===== config.mk =====
export PLATFORM = sky130hd
export DESIGN_NAME = axil_regs_slave
export DESIGN_NICKNAME = d
export VERILOG_FILES = /design/src/rtl/axil_regs_pkg.sv /design/src/rtl/axil_regs_wr_join.sv /design/src/rtl/axil_regs_slave.sv
export SDC_FILE = /design/constraint.sdc
export NUM_CORES = 1
export LEC_CHECK = 0
export CAP_MARGIN = 20
export CORE_MARGIN = 10
export CORE_UTILIZATION = 45
export DETAILED_ROUTE_END_ITERATION = 10
export HOLD_SLACK_MARGIN = 0.02
export PLACE_DENSITY = 0.84
export SLEW_MARGIN = 25
export SYNTH_ARGS = -nofsm -noshare
export SYNTH_HDL_FRONTEND = slang
export SYNTH_HIERARCHICAL = 1
export SYNTH_SLANG_ARGS = --single-unit

===== constraint.sdc =====
create_clock -name clk -period 4.35 [get_ports clk]
set_input_delay 0.87 -clock clk [delete_from_list [all_inputs] [get_ports clk]]
set_output_delay 0.87 -clock clk [all_outputs]
set_load 0.02 [all_outputs]

===== src/rtl/axil_regs_pkg.sv =====
// Shared register map, response codes and address decode for the accelerator register bank.
package axil_regs_pkg;

    localparam logic [7:0] OFF_CTRL     = 8'h00;
    localparam logic [7:0] OFF_STATUS   = 8'h04;
    localparam logic [7:0] OFF_IRQ      = 8'h08;
    localparam logic [7:0] OFF_ARG_BASE = 8'h10;

    localparam logic [1:0] RESP_OKAY   = 2'b00;
    localparam logic [1:0] RESP_SLVERR = 2'b10;

    localparam int unsigned CTRL_START_BIT  = 0;
    localparam int unsigned STATUS_BUSY_BIT = 0;
    localparam int unsigned STATUS_DONE_BIT = 1;
    localparam int unsigned IRQ_EN_BIT      = 0;
    localparam int unsigned IRQ_PEND_BIT    = 1;

    typedef enum logic [2:0] {
        RegCtrl,
        RegStatus,
        RegIrq,
        RegArg,
        RegErr
    } reg_kind_e;

    typedef struct packed {
        reg_kind_e  kind;
        logic [5:0] idx;
    } reg_sel_t;

    // Byte offset (already truncated to the decoded width) to register selection.
    function automatic reg_sel_t decode_reg(logic [31:0] off, int unsigned num_args);
        reg_sel_t    sel;
        logic [31:0] word_off;
        word_off = off & ~32'h3;
        sel.kind = RegErr;
        sel.idx  = '0;
        if (word_off == 32'(OFF_CTRL)) begin
            sel.kind = RegCtrl;
        end else if (word_off == 32'(OFF_STATUS)) begin
            sel.kind = RegStatus;
        end else if (word_off == 32'(OFF_IRQ)) begin
            sel.kind = RegIrq;
        end else if (word_off >= 32'(OFF_ARG_BASE) &&
                     word_off < 32'(OFF_ARG_BASE) + 32'(4 * num_args)) begin
            sel.kind = RegArg;
            sel.idx  = 6'((word_off - 32'(OFF_ARG_BASE)) >> 2);
        end
        return sel;
    endfunction

endpackage


===== src/rtl/axil_regs_wr_join.sv =====
// AXI-Lite write path: independent AW/W holding slots, join into a one-cycle commit strobe,
// and B-channel response generation.
module axil_regs_wr_join
    import axil_regs_pkg::*;
#(
    parameter int unsigned ADDR_WIDTH = 32,
    parameter int unsigned DATA_WIDTH = 32
) (
    input  logic                    clk,
    input  logic                    rst_n,
    input  logic [ADDR_WIDTH-1:0]   awaddr,
    input  logic                    awvalid,
    output logic                    awready,
    input  logic [DATA_WIDTH-1:0]   wdata,
    input  logic [DATA_WIDTH/8-1:0] wstrb,
    input  logic                    wvalid,
    output logic                    wready,
    output logic [1:0]              bresp,
    output logic                    bvalid,
    input  logic                    bready,
    output logic                    commit,
    output logic [ADDR_WIDTH-1:0]   commit_addr,
    output logic [DATA_WIDTH-1:0]   commit_data,
    output logic [DATA_WIDTH/8-1:0] commit_strb,
    input  logic                    commit_err
);

    logic                    aw_held_q;
    logic                    w_held_q;
    logic                    bvalid_q;
    logic [1:0]              bresp_q;
    logic [ADDR_WIDTH-1:0]   addr_q;
    logic [DATA_WIDTH-1:0]   data_q;
    logic [DATA_WIDTH/8-1:0] strb_q;

    // Ready is gated by rst_n so nothing is accepted while reset is asserted.
    assign awready = rst_n && !aw_held_q && !bvalid_q;
    assign wready  = rst_n && !w_held_q && !bvalid_q;
    assign commit  = aw_held_q && w_held_q;

    assign commit_addr = addr_q;
    assign commit_data = data_q;
    assign commit_strb = strb_q;
    assign bvalid      = bvalid_q;
    assign bresp       = bresp_q;

    always_ff @(posedge clk or negedge rst_n) begin
        if (!rst_n) begin
            aw_held_q <= 1'b0;
            w_held_q  <= 1'b0;
            bvalid_q  <= 1'b0;
            bresp_q   <= RESP_OKAY;
            addr_q    <= '0;
            data_q    <= '0;
            strb_q    <= '0;
        end else begin
            if (awvalid && awready) begin
                aw_held_q <= 1'b1;
                addr_q    <= awaddr;
            end
            if (wvalid && wready) begin
                w_held_q <= 1'b1;
                data_q   <= wdata;
                strb_q   <= wstrb;
            end
            // Slots only fill while bvalid is low, so commit and B handshake never overlap.
            if (commit) begin
                aw_held_q <= 1'b0;
                w_held_q  <= 1'b0;
                bvalid_q  <= 1'b1;
                bresp_q   <= commit_err ? RESP_SLVERR : RESP_OKAY;
            end else if (bvalid_q && bready) begin
                bvalid_q <= 1'b0;
            end
        end
    end

endmodule


===== src/rtl/axil_regs_slave.sv =====
// AXI4-Lite register bank for one accelerator core: CTRL/STATUS/IRQ plus NUM_ARGS argument words.
// Define AXIL_REGS_IRQ_EN to add the IRQ register and the irq output.
module axil_regs_slave
    import axil_regs_pkg::*;
#(
    parameter int unsigned AXI_DATA_WIDTH = 32,
    parameter int unsigned AXI_ADDR_WIDTH = 32,
    parameter int unsigned NUM_ARGS       = 8,
    parameter int unsigned REG_ADDR_WIDTH = 8
) (
    input  logic                             clk,
    input  logic                             rst_n,
    input  logic [AXI_ADDR_WIDTH-1:0]        S_AXI_awaddr,
    input  logic [2:0]                       S_AXI_awprot,
    input  logic                             S_AXI_awvalid,
    output logic                             S_AXI_awready,
    input  logic [AXI_DATA_WIDTH-1:0]        S_AXI_wdata,
    input  logic [AXI_DATA_WIDTH/8-1:0]      S_AXI_wstrb,
    input  logic                             S_AXI_wvalid,
    output logic                             S_AXI_wready,
    output logic [1:0]                       S_AXI_bresp,
    output logic                             S_AXI_bvalid,
    input  logic                             S_AXI_bready,
    input  logic [AXI_ADDR_WIDTH-1:0]        S_AXI_araddr,
    input  logic [2:0]                       S_AXI_arprot,
    input  logic                             S_AXI_arvalid,
    output logic                             S_AXI_arready,
    output logic [AXI_DATA_WIDTH-1:0]        S_AXI_rdata,
    output logic [1:0]                       S_AXI_rresp,
    output logic                             S_AXI_rvalid,
    input  logic                             S_AXI_rready,
    output logic                             core_start,
    input  logic                             core_done,
`ifdef AXIL_REGS_IRQ_EN
    output logic                             irq,
`endif
    output logic [NUM_ARGS*AXI_DATA_WIDTH-1:0] args
);

    logic                        commit;
    logic [AXI_ADDR_WIDTH-1:0]   c_addr;
    logic [AXI_DATA_WIDTH-1:0]   c_data;
    logic [AXI_DATA_WIDTH/8-1:0] c_strb;
    logic                        c_err;
    reg_sel_t                    wsel;
    reg_sel_t                    rsel;

    axil_regs_wr_join #(
        .ADDR_WIDTH (AXI_ADDR_WIDTH),
        .DATA_WIDTH (AXI_DATA_WIDTH)
    ) u_wr_join (
        .clk         (clk),
        .rst_n       (rst_n),
        .awaddr      (S_AXI_awaddr),
        .awvalid     (S_AXI_awvalid),
        .awready     (S_AXI_awready),
        .wdata       (S_AXI_wdata),
        .wstrb       (S_AXI_wstrb),
        .wvalid      (S_AXI_wvalid),
        .wready      (S_AXI_wready),
        .bresp       (S_AXI_bresp),
        .bvalid      (S_AXI_bvalid),
        .bready      (S_AXI_bready),
        .commit      (commit),
        .commit_addr (c_addr),
        .commit_data (c_data),
        .commit_strb (c_strb),
        .commit_err  (c_err)
    );

    assign wsel  = decode_reg(32'(c_addr[REG_ADDR_WIDTH-1:0]), NUM_ARGS);
    assign rsel  = decode_reg(32'(S_AXI_araddr[REG_ADDR_WIDTH-1:0]), NUM_ARGS);
    assign c_err = (wsel.kind == RegErr);

    // Protection bits and undecoded upper address bits carry no meaning here.
    logic unused_bits;
    assign unused_bits = ^{S_AXI_awprot, S_AXI_arprot, S_AXI_araddr, c_addr};

    // Core control: done is applied before start so a same-edge start is accepted.
    logic busy_q, busy_d, done_q, done_d, start_q;
    logic start_req, start_ok, done_ok;

    assign start_req = commit && (wsel.kind == RegCtrl) && c_strb[0] && c_data[CTRL_START_BIT];
    assign done_ok   = core_done && busy_q;
    assign start_ok  = start_req && (!busy_q || core_done);

    always_comb begin
        busy_d = busy_q;
        done_d = done_q;
        if (done_ok) begin
            busy_d = 1'b0;
            done_d = 1'b1;
        end
        if (start_ok) begin
            busy_d = 1'b1;
            done_d = 1'b0;
        end
    end

    always_ff @(posedge clk or negedge rst_n) begin
        if (!rst_n) begin
            busy_q  <= 1'b0;
            done_q  <= 1'b0;
            start_q <= 1'b0;
        end else begin
            busy_q  <= busy_d;
            done_q  <= done_d;
            start_q <= start_ok;
        end
    end

    assign core_start = start_q;

    logic [NUM_ARGS*AXI_DATA_WIDTH-1:0] args_q;

    always_ff @(posedge clk or negedge rst_n) begin
        if (!rst_n) begin
            args_q <= '0;
        end else if (commit && (wsel.kind == RegArg)) begin
            for (int b = 0; b < int'(AXI_DATA_WIDTH / 8); b++) begin
                if (c_strb[b]) begin
                    args_q[int'(wsel.idx) * AXI_DATA_WIDTH + 8 * b +: 8] <= c_data[8 * b +: 8];
                end
            end
        end
    end

    assign args = args_q;

`ifdef AXIL_REGS_IRQ_EN
    logic irq_en_q, irq_pend_q, irq_q;
    logic irq_wr;

    assign irq_wr = commit && (wsel.kind == RegIrq) && c_strb[0];

    always_ff @(posedge clk or negedge rst_n) begin
        if (!rst_n) begin
            irq_en_q   <= 1'b0;
            irq_pend_q <= 1'b0;
            irq_q      <= 1'b0;
        end else begin
            if (irq_wr) begin
                irq_en_q <= c_data[IRQ_EN_BIT];
            end
            // A new completion wins over a simultaneous clear.
            if (done_ok) begin
                irq_pend_q <= 1'b1;
            end else if (irq_wr && c_data[IRQ_PEND_BIT]) begin
                irq_pend_q <= 1'b0;
            end
            irq_q <= irq_en_q & irq_pend_q;
        end
    end

    assign irq = irq_q;
`endif

    logic [AXI_DATA_WIDTH-1:0] rd_data;
    logic                      rd_err;

    always_comb begin
        rd_data = '0;
        rd_err  = 1'b0;
        case (rsel.kind)
            RegStatus: begin
                rd_data[STATUS_BUSY_BIT] = busy_q;
                rd_data[STATUS_DONE_BIT] = done_q;
            end
`ifdef AXIL_REGS_IRQ_EN
            RegIrq: begin
                rd_data[IRQ_EN_BIT]   = irq_en_q;
                rd_data[IRQ_PEND_BIT] = irq_pend_q;
            end
`endif
            RegArg:  rd_data = args_q[int'(rsel.idx) * AXI_DATA_WIDTH +: AXI_DATA_WIDTH];
            RegErr:  rd_err  = 1'b1;
            default: rd_data = '0;
        endcase
    end

    logic                      rvalid_q;
    logic [AXI_DATA_WIDTH-1:0] rdata_q;
    logic [1:0]                rresp_q;

    assign S_AXI_arready = rst_n && !rvalid_q;

    always_ff @(posedge clk or negedge rst_n) begin
        if (!rst_n) begin
            rvalid_q <= 1'b0;
            rdata_q  <= '0;
            rresp_q  <= RESP_OKAY;
        end else if (S_AXI_arvalid && S_AXI_arready) begin
            rvalid_q <= 1'b1;
            rdata_q  <= rd_data;
            rresp_q  <= rd_err ? RESP_SLVERR : RESP_OKAY;
        end else if (rvalid_q && S_AXI_rready) begin
            rvalid_q <= 1'b0;
        end
    end

    assign S_AXI_rvalid = rvalid_q;
    assign S_AXI_rdata  = rdata_q;
    assign S_AXI_rresp  = rresp_q;

endmodule

==> qor.yml, run 1 <==
detailed_routing:
  detail_route.vias_per_cell: 5.949
  antenna_left: 0
  vias: 15640
  first_pass_iters: 6
  routed_wire_length_per_instance_um: 24.69
  wl_um: 64920
  drt_drc_violations_left: 0
  drt_iter0_markers: 1631
power:
  vdd.ir_drop.worst_v: 0.0003780
  cellInternalPower_mw: 6.343
  power-per-cell-area_mw_per_mm2: 430.3
  part_of_the_total_power_dissipated_in_combinational_logic: 0.253
  leakagePower_nw: 9.169
  power.share.switching: 0.3463
  seqPwrFrac: 0.422
  power.share.clock: 0.325
  switching_power_mw: 3.359
critical_path:
  number_of_cells_traversed_by_the_worst_register_to_register_path: 12
  start_kind: "flop"
  critical_path_class: "reg2reg"
  worst_r2r_endpoint: "args[135]"
  critPathCaptureType: "flop"
  arrival_ns: 4.30
  end_point_of_the_critical_path: "args[135]"
  setup.reg_to_reg.worst_slack_ns: 0.46
  regToRegStartpoint: "u_wr_join/commit_addr[5]"
  cp_max_fo: 9
  worst_setup_path_startpoint: "u_wr_join/commit_addr[5]"
  worst_path_largest_cell_delay_ns: 0.66
  critical_path.cell_chain: "inv_1, ha_1, and2_1, o21ai_0, a22oi_1, ha_1, nand2b_1, nor2_1, and4b_1, nor2_1, or3_1, mux2_4"
  critPathSlowestCell: "or3_1"
  worst_ep_required_time_ns: 4.76
sta:
  layout_worst_path_cycle_share: 0.8942
  finalMaxSlewViolations: 0
  grt_setup_unrepaired: "no"
  finalClockSkew_ns: 0.02083
  final_critical_path_setup_slack_ns: 0.4602
  fin_setup_tns_ns: 0
  slew_headroom: 0.2616
  finalHoldViolCount: 0
  max_freq_mhz: 257.1
  report.final.setup_viol: 0
  holdWs_ns: 0.2093
  max_slew.worst_pin.slew_ns: 1.105
  final_period_minus_worst_setup_slack_ns: 3.890
finish:
  final_area_mm2: 0.02255
  fin_nets: 2213
  syn_to_final_growth_pct: 30.01
  number_of_filler_instances_in_the_final_layout: 3053
  layout_cells_sized_above_1: 0.1113
global_route:
  first_global_vias: 15920
  wire_length_of_the_first_global_routing_pass_um: 98150
  pin_count_of_the_biggest_net_entering_global_routing: 174
  antenna_found_initial: 7
  grt_remaining_overflow: 0
  grtUsageTotal: 0.2679
placement:
  placement.io_buffers: 351
  gpl.final_weighted_congestion: 0.8854
  dp_worst_setup_slack_ns: 0.3752
  placed_area_mm2: 0.02130
  place.detailed.hpwl_um: 44980
floorplan:
  core_area_mm2: 0.03784
  floorplan.die.width_um: 216.3
  fp.dieArea_mm2: 0.04679
  std_cell_rows: 71
  die_height_um: 216.3
  initial_core_util: 0.4583
  ios: 412
job:
  number_of_max_capacitance_violations_reported: 0
hold_path:
  hold_class: "in2async"
yosys:
  netlist_area_mm2: 0.01734
  syn-instance-count: 1792
  yosys_warnings: 6
  syn_nets: 1916
  syn-mean-instance-area_um2: 9.678
cts:
  cts.htree.levels: 2
  clock_sink_count: 339
  clock_insertion_delay_worst_skew_ns: 0.54
  clock_buffers_created_by_tritoncts: 37
  path_clk_slew_ns: 0.06
  tritoncts: "done"
  post-cts-setup-buffers: 0
  holdBufCountCts: 0
  cts_resized: 0
  root_buffer: "clkbuf_16"
  ctsLongestPathBuffers: 3
outcome:
  status: "complete, no violations"
==> state kept, by name (all words and copies together), names as in the netlist <==
register and flops:
u_wr_join/bresp 1, u_wr_join/commit_addr 6, S_AXI_rdata 32, S_AXI_rvalid 1, busy_q 1, u_wr_join/w_held_q 1
u_wr_join/aw_held_q 1, done_q 1, core_start 1, S_AXI_rresp 1, u_wr_join/commit_strb 4, args 256
u_wr_join/bvalid 1, u_wr_join/commit_data 32
==> routing by layer <==
layer	routed length, µm	up-vias	global-route usage
met5	0	-	0
met4	2909	0	0.1268
met3	6656	193	0.06880
met2	30700	979	0.4320
met1	24650	7697	0.3305
li1	-	6770	-
==> how the worst min path moves through the flow <==
stage / start / to / slack, ns / cells past startpoint
final: rst_n / args[225] / 0.21 / 1
after floorplan: busy_q / core_start / 0.44 / 1
after detailed placement: busy_q / core_start / 0.47 / 1
after CTS: rst_n / args[225] / 0.20 / 1
after global placement: busy_q / core_start / 0.46 / 1
after global routing: rst_n / u_wr_join/commit_data[1] / 0.21 / 1
==> power groups by stage <==
stage | sequential, mW | combinational [mW] | clock, mW
3_5_place_dp | 4.13 | 2.41 | 0
6_report | 4.09 | 2.45 | 3.15
2_1_floorplan | 3.91 | 1.66 | 0
4_1_cts | 4.08 | 2.43 | 3.18
3_3_place_gp | 4.11 | 2.36 | 0
5_1_grt | 4.14 | 2.64 | 3.31
==> cell type report <==
type / instances / area, µm² / share of cell area
sequential: 339 / 8483 / 0.3762
multi-input combinational: 1153 / 7664 / 0.3399
timing repair buffer: 395 / 3938 / 0.1746
clock buffer: 51 / 1111 / 0.04928
tap: 511 / 639.4 / 0.02836
inverter: 163 / 611.8 / 0.02713
clock inverter: 11 / 86.33 / 0.003829
antenna: 6 / 15.01 / 0.0006659
==> stage by stage <==
stage,instances,util,power (mW)
CTS,2622,0.5945,9.685
global placement,2560,0.5629,6.466
global route,2629,0.5958,10.09
detailed placement,2560,0.5629,6.538
floorplan,1792,-,5.570
finish,2629,0.5958,9.702
==> layout by cell type, fill, tap and decap left out, types with 27 or more instances in the layout <==
master,count
mux2i_1,103
clkbuf_16,39
a32o_1,30
o2bb2ai_1,27
o21ai_0,161
mux2_2,33
dfrtp_1,339
a21oi_1,37
clkdlybuf4s50_1,348
mux2_4,53
nand4_1,35
buf_4,36
nand2_1,332
nand3_1,51
o211ai_1,61
and3_1,29
inv_1,163
==> worst max-delay path: cells and delay by family (launching register included) <==
kind / cells / cell delay [ns]
and+or+nand+nor: 6 / 1.71
buffers and inverters: 1 / 0.11
adders and majority gates: 2 / 0.69
DFF: 1 / 0.40
muxes: 1 / 0.35
AOI/OAI and AO/OA: 2 / 0.51
Power figures use the tool's default switching activity.
==> inputs of run 2 (changes only) <==
Settings changed: SLEW_MARGIN 25 to 20.
==> qor.yml, run 2 (synthesis gave the netlist of run 1 again) <==
critical_path:
  arrival_ns: 4.29  # about the same
  critPathCaptureType: "flop"
  number_of_cells_traversed_by_the_worst_register_to_register_path: 12  # unchanged
  cp_max_fo: 9  # unchanged
  worst_setup_path_startpoint: "u_wr_join/commit_addr[4]"
  regToRegStartpoint: "u_wr_join/commit_addr[4]"
  setup.reg_to_reg.worst_slack_ns: 0.47  # about the same
  critical_path_class: "reg2reg"
  worst_r2r_endpoint: "args[135]"
  worst_ep_required_time_ns: 4.75  # about the same
  start_kind: "flop"
cts:
  ctsLongestPathBuffers: 3  # unchanged
  clock_insertion_delay_worst_skew_ns: 0.54  # about the same
  path_clk_slew_ns: 0.06  # about the same
  cts_resized: 0  # unchanged
  root_buffer: "clkbuf_16"
  holdBufCountCts: 0  # unchanged
  tritoncts: "done"
  clock_sink_count: 339  # unchanged
  cts.htree.levels: 2  # unchanged
  post-cts-setup-buffers: 0  # unchanged
  clock_buffers_created_by_tritoncts: 37  # unchanged
global_route:
  wire_length_of_the_first_global_routing_pass_um: 98150  # unchanged
  antenna_found_initial: 7  # unchanged
  grt_remaining_overflow: 0  # unchanged
  grtUsageTotal: 0.2679  # unchanged
  pin_count_of_the_biggest_net_entering_global_routing: 174  # unchanged
  first_global_vias: 15920  # unchanged
sta:
  fin_setup_tns_ns: 0  # unchanged
  grt_setup_unrepaired: "no"
  max_freq_mhz: 257.4  # +0.13%
  max_slew.worst_pin.slew_ns: 1.097  # -0.007831 ns
  layout_worst_path_cycle_share: 0.8930  # -0.001187
  slew_headroom: 0.2669  # +0.005233
  finalMaxSlewViolations: 0  # unchanged
  report.final.setup_viol: 0  # unchanged
  final_period_minus_worst_setup_slack_ns: 3.885  # -0.005165 ns
  finalHoldViolCount: 0  # unchanged
  finalClockSkew_ns: 0.02039  # -0.0004440 ns
finish:
  mostFrequentLayoutCell: "clkdlybuf4s50_1"
  syn_to_final_growth_pct: 29.85
  number_of_filler_instances_in_the_final_layout: 3059  # +0.20%
  fin_nets: 2212  # -0.045%
  final_cell_mix: "348 x clkdlybuf4s50_1, 339 x dfrtp_1, 332 x nand2_1"
  layout_cells_sized_above_1: 0.1108  # -0.0004210
  final_core_util: 0.5951  # -0.0007270
  max_reg_flops: 256  # unchanged
power:
  seqPwrFrac: 0.422  # about the same
  part_of_the_total_power_dissipated_in_combinational_logic: 0.252  # about the same
  power-per-cell-area_mw_per_mm2: 430.6  # about the same
  power.share.switching: 0.3462  # about the same
  vdd.ir_drop.worst_v: 0.0003766  # -0.36%
  leakagePower_nw: 9.157  # -0.14%
  switching_power_mw: 3.357  # about the same
  power.share.clock: 0.325  # about the same
  cellInternalPower_mw: 6.340  # about the same
placement:
  place.detailed.hpwl_um: 44980  # unchanged
  placement.io_buffers: 351  # unchanged
  gpl.final_weighted_congestion: 0.8854  # unchanged
detailed_routing:
  first_pass_iters: 9  # +3
  routed_wire_length_per_instance_um: 24.75  # +0.24%
  detail_route.vias_per_cell: 5.954  # about the same
  wl_um: 65050  # +0.20%
  antenna_left: 0  # unchanged
  vias: 15650  # +0.045%
  drt_iter0_markers: 1753  # +7.5%
  drt_drc_violations_left: 1  # +1
floorplan:
  floorplan.die.width_um: 216.3  # unchanged
  initial_core_util: 0.4583  # unchanged
  fp.dieArea_mm2: 0.04679  # unchanged
  std_cell_rows: 71  # unchanged
  ios: 412  # unchanged
  die_height_um: 216.3  # unchanged
  core_area_mm2: 0.03784  # unchanged
outcome:
  status: "finished, violations left"
  violated_checks: "DRC"
hold_path:
  hold_class: "in2async"
job:
  number_of_max_capacitance_violations_reported: 0  # unchanged
[run 2: changes by cell type in the layout (fill, tap and decap cells not counted)]
cell    previous run  this run
buf_16             1         0
[run 2: final cells by class]
type,instances,area [µm²],share of cell area
diodes,6,15.01,0.0006667
well taps,511,639.4,0.02839
clock inverters,11,86.33,0.003834
inverters,163,611.8,0.02717
repair buffers,394,3910,0.1736
multi-input cells,1153,7664,0.3403
flip-flops and latches,339,8483,0.3767
clock buffers,51,1111,0.04934
[run 2: worst max-delay path, cell delays in order, from the launching register on]
cell and delay (ns):
dfrtp_1 0.35, inv_1 0.13, ha_1 0.42, and2_1 0.37, o21ai_0 0.24, a22oi_1 0.28, ha_1 0.30, nand2b_1 0.11
nor2_1 0.04, and4b_1 0.21, nor2_1 0.30, or3_1 0.66, mux2_4 0.35
[run 2: how the worst max path moves through the flow]
| stage | end | cells after the start |
|---|---|---|
| final | args[135] | 12 |
| after global routing | args[135] | 12 |
| after CTS | args[135] | 12 |
| after detailed placement | S_AXI_rdata[10] | 10 |
| after global placement | S_AXI_rdata[15] | 10 |
| after floorplan | args[224] | 14 |
[run 2: power groups by stage]
| stage | Clock, mW | Combinational (mW) | Sequential (mW) |
|---|---|---|---|
| after floorplan | 0 | 1.66 | 3.91 |
| after global placement | 0 | 2.36 | 4.11 |
| after detailed placement | 0 | 2.41 | 4.13 |
| after CTS | 3.18 | 2.43 | 4.08 |
| after global routing | 3.31 | 2.63 | 4.14 |
| final | 3.16 | 2.45 | 4.10 |
[run 2: metrics by stage]
step | setup WS, ns | cell area (µm²) | std cells | hold slack (ns) | total power, mW
6_report | 0.4654 | 22520 | 2628 | 0.2066 | 9.697
5_1_grt | 0.1902 | 22520 | 2628 | 0.2129 | 10.08
3_5_place_dp | 0.3752 | 21300 | 2560 | 0.4702 | 6.538
2_1_floorplan | 0.6217 | 17340 | 1792 | 0.4418 | 5.570
4_1_cts | 0.5161 | 22500 | 2622 | 0.2027 | 9.685
3_3_place_gp | 0.4415 | 21300 | 2560 | 0.4629 | 6.466
[run 2: metal layers]
| layer | global-route usage | wire length (µm) |
|---|---|---|
| met5 | 0 | 0 |
| met4 | 0.1268 | 2945 |
| met3 | 0.06880 | 6650 |
| met2 | 0.4320 | 30570 |
| met1 | 0.3305 | 24880 |
==> inputs of run 3 (changes only) <==
Settings changed: SKIP_LAST_GASP set to 1.
==> results of run 3 <==
Same layout as run 2: the final DEF is identical, and so are final timing and power.
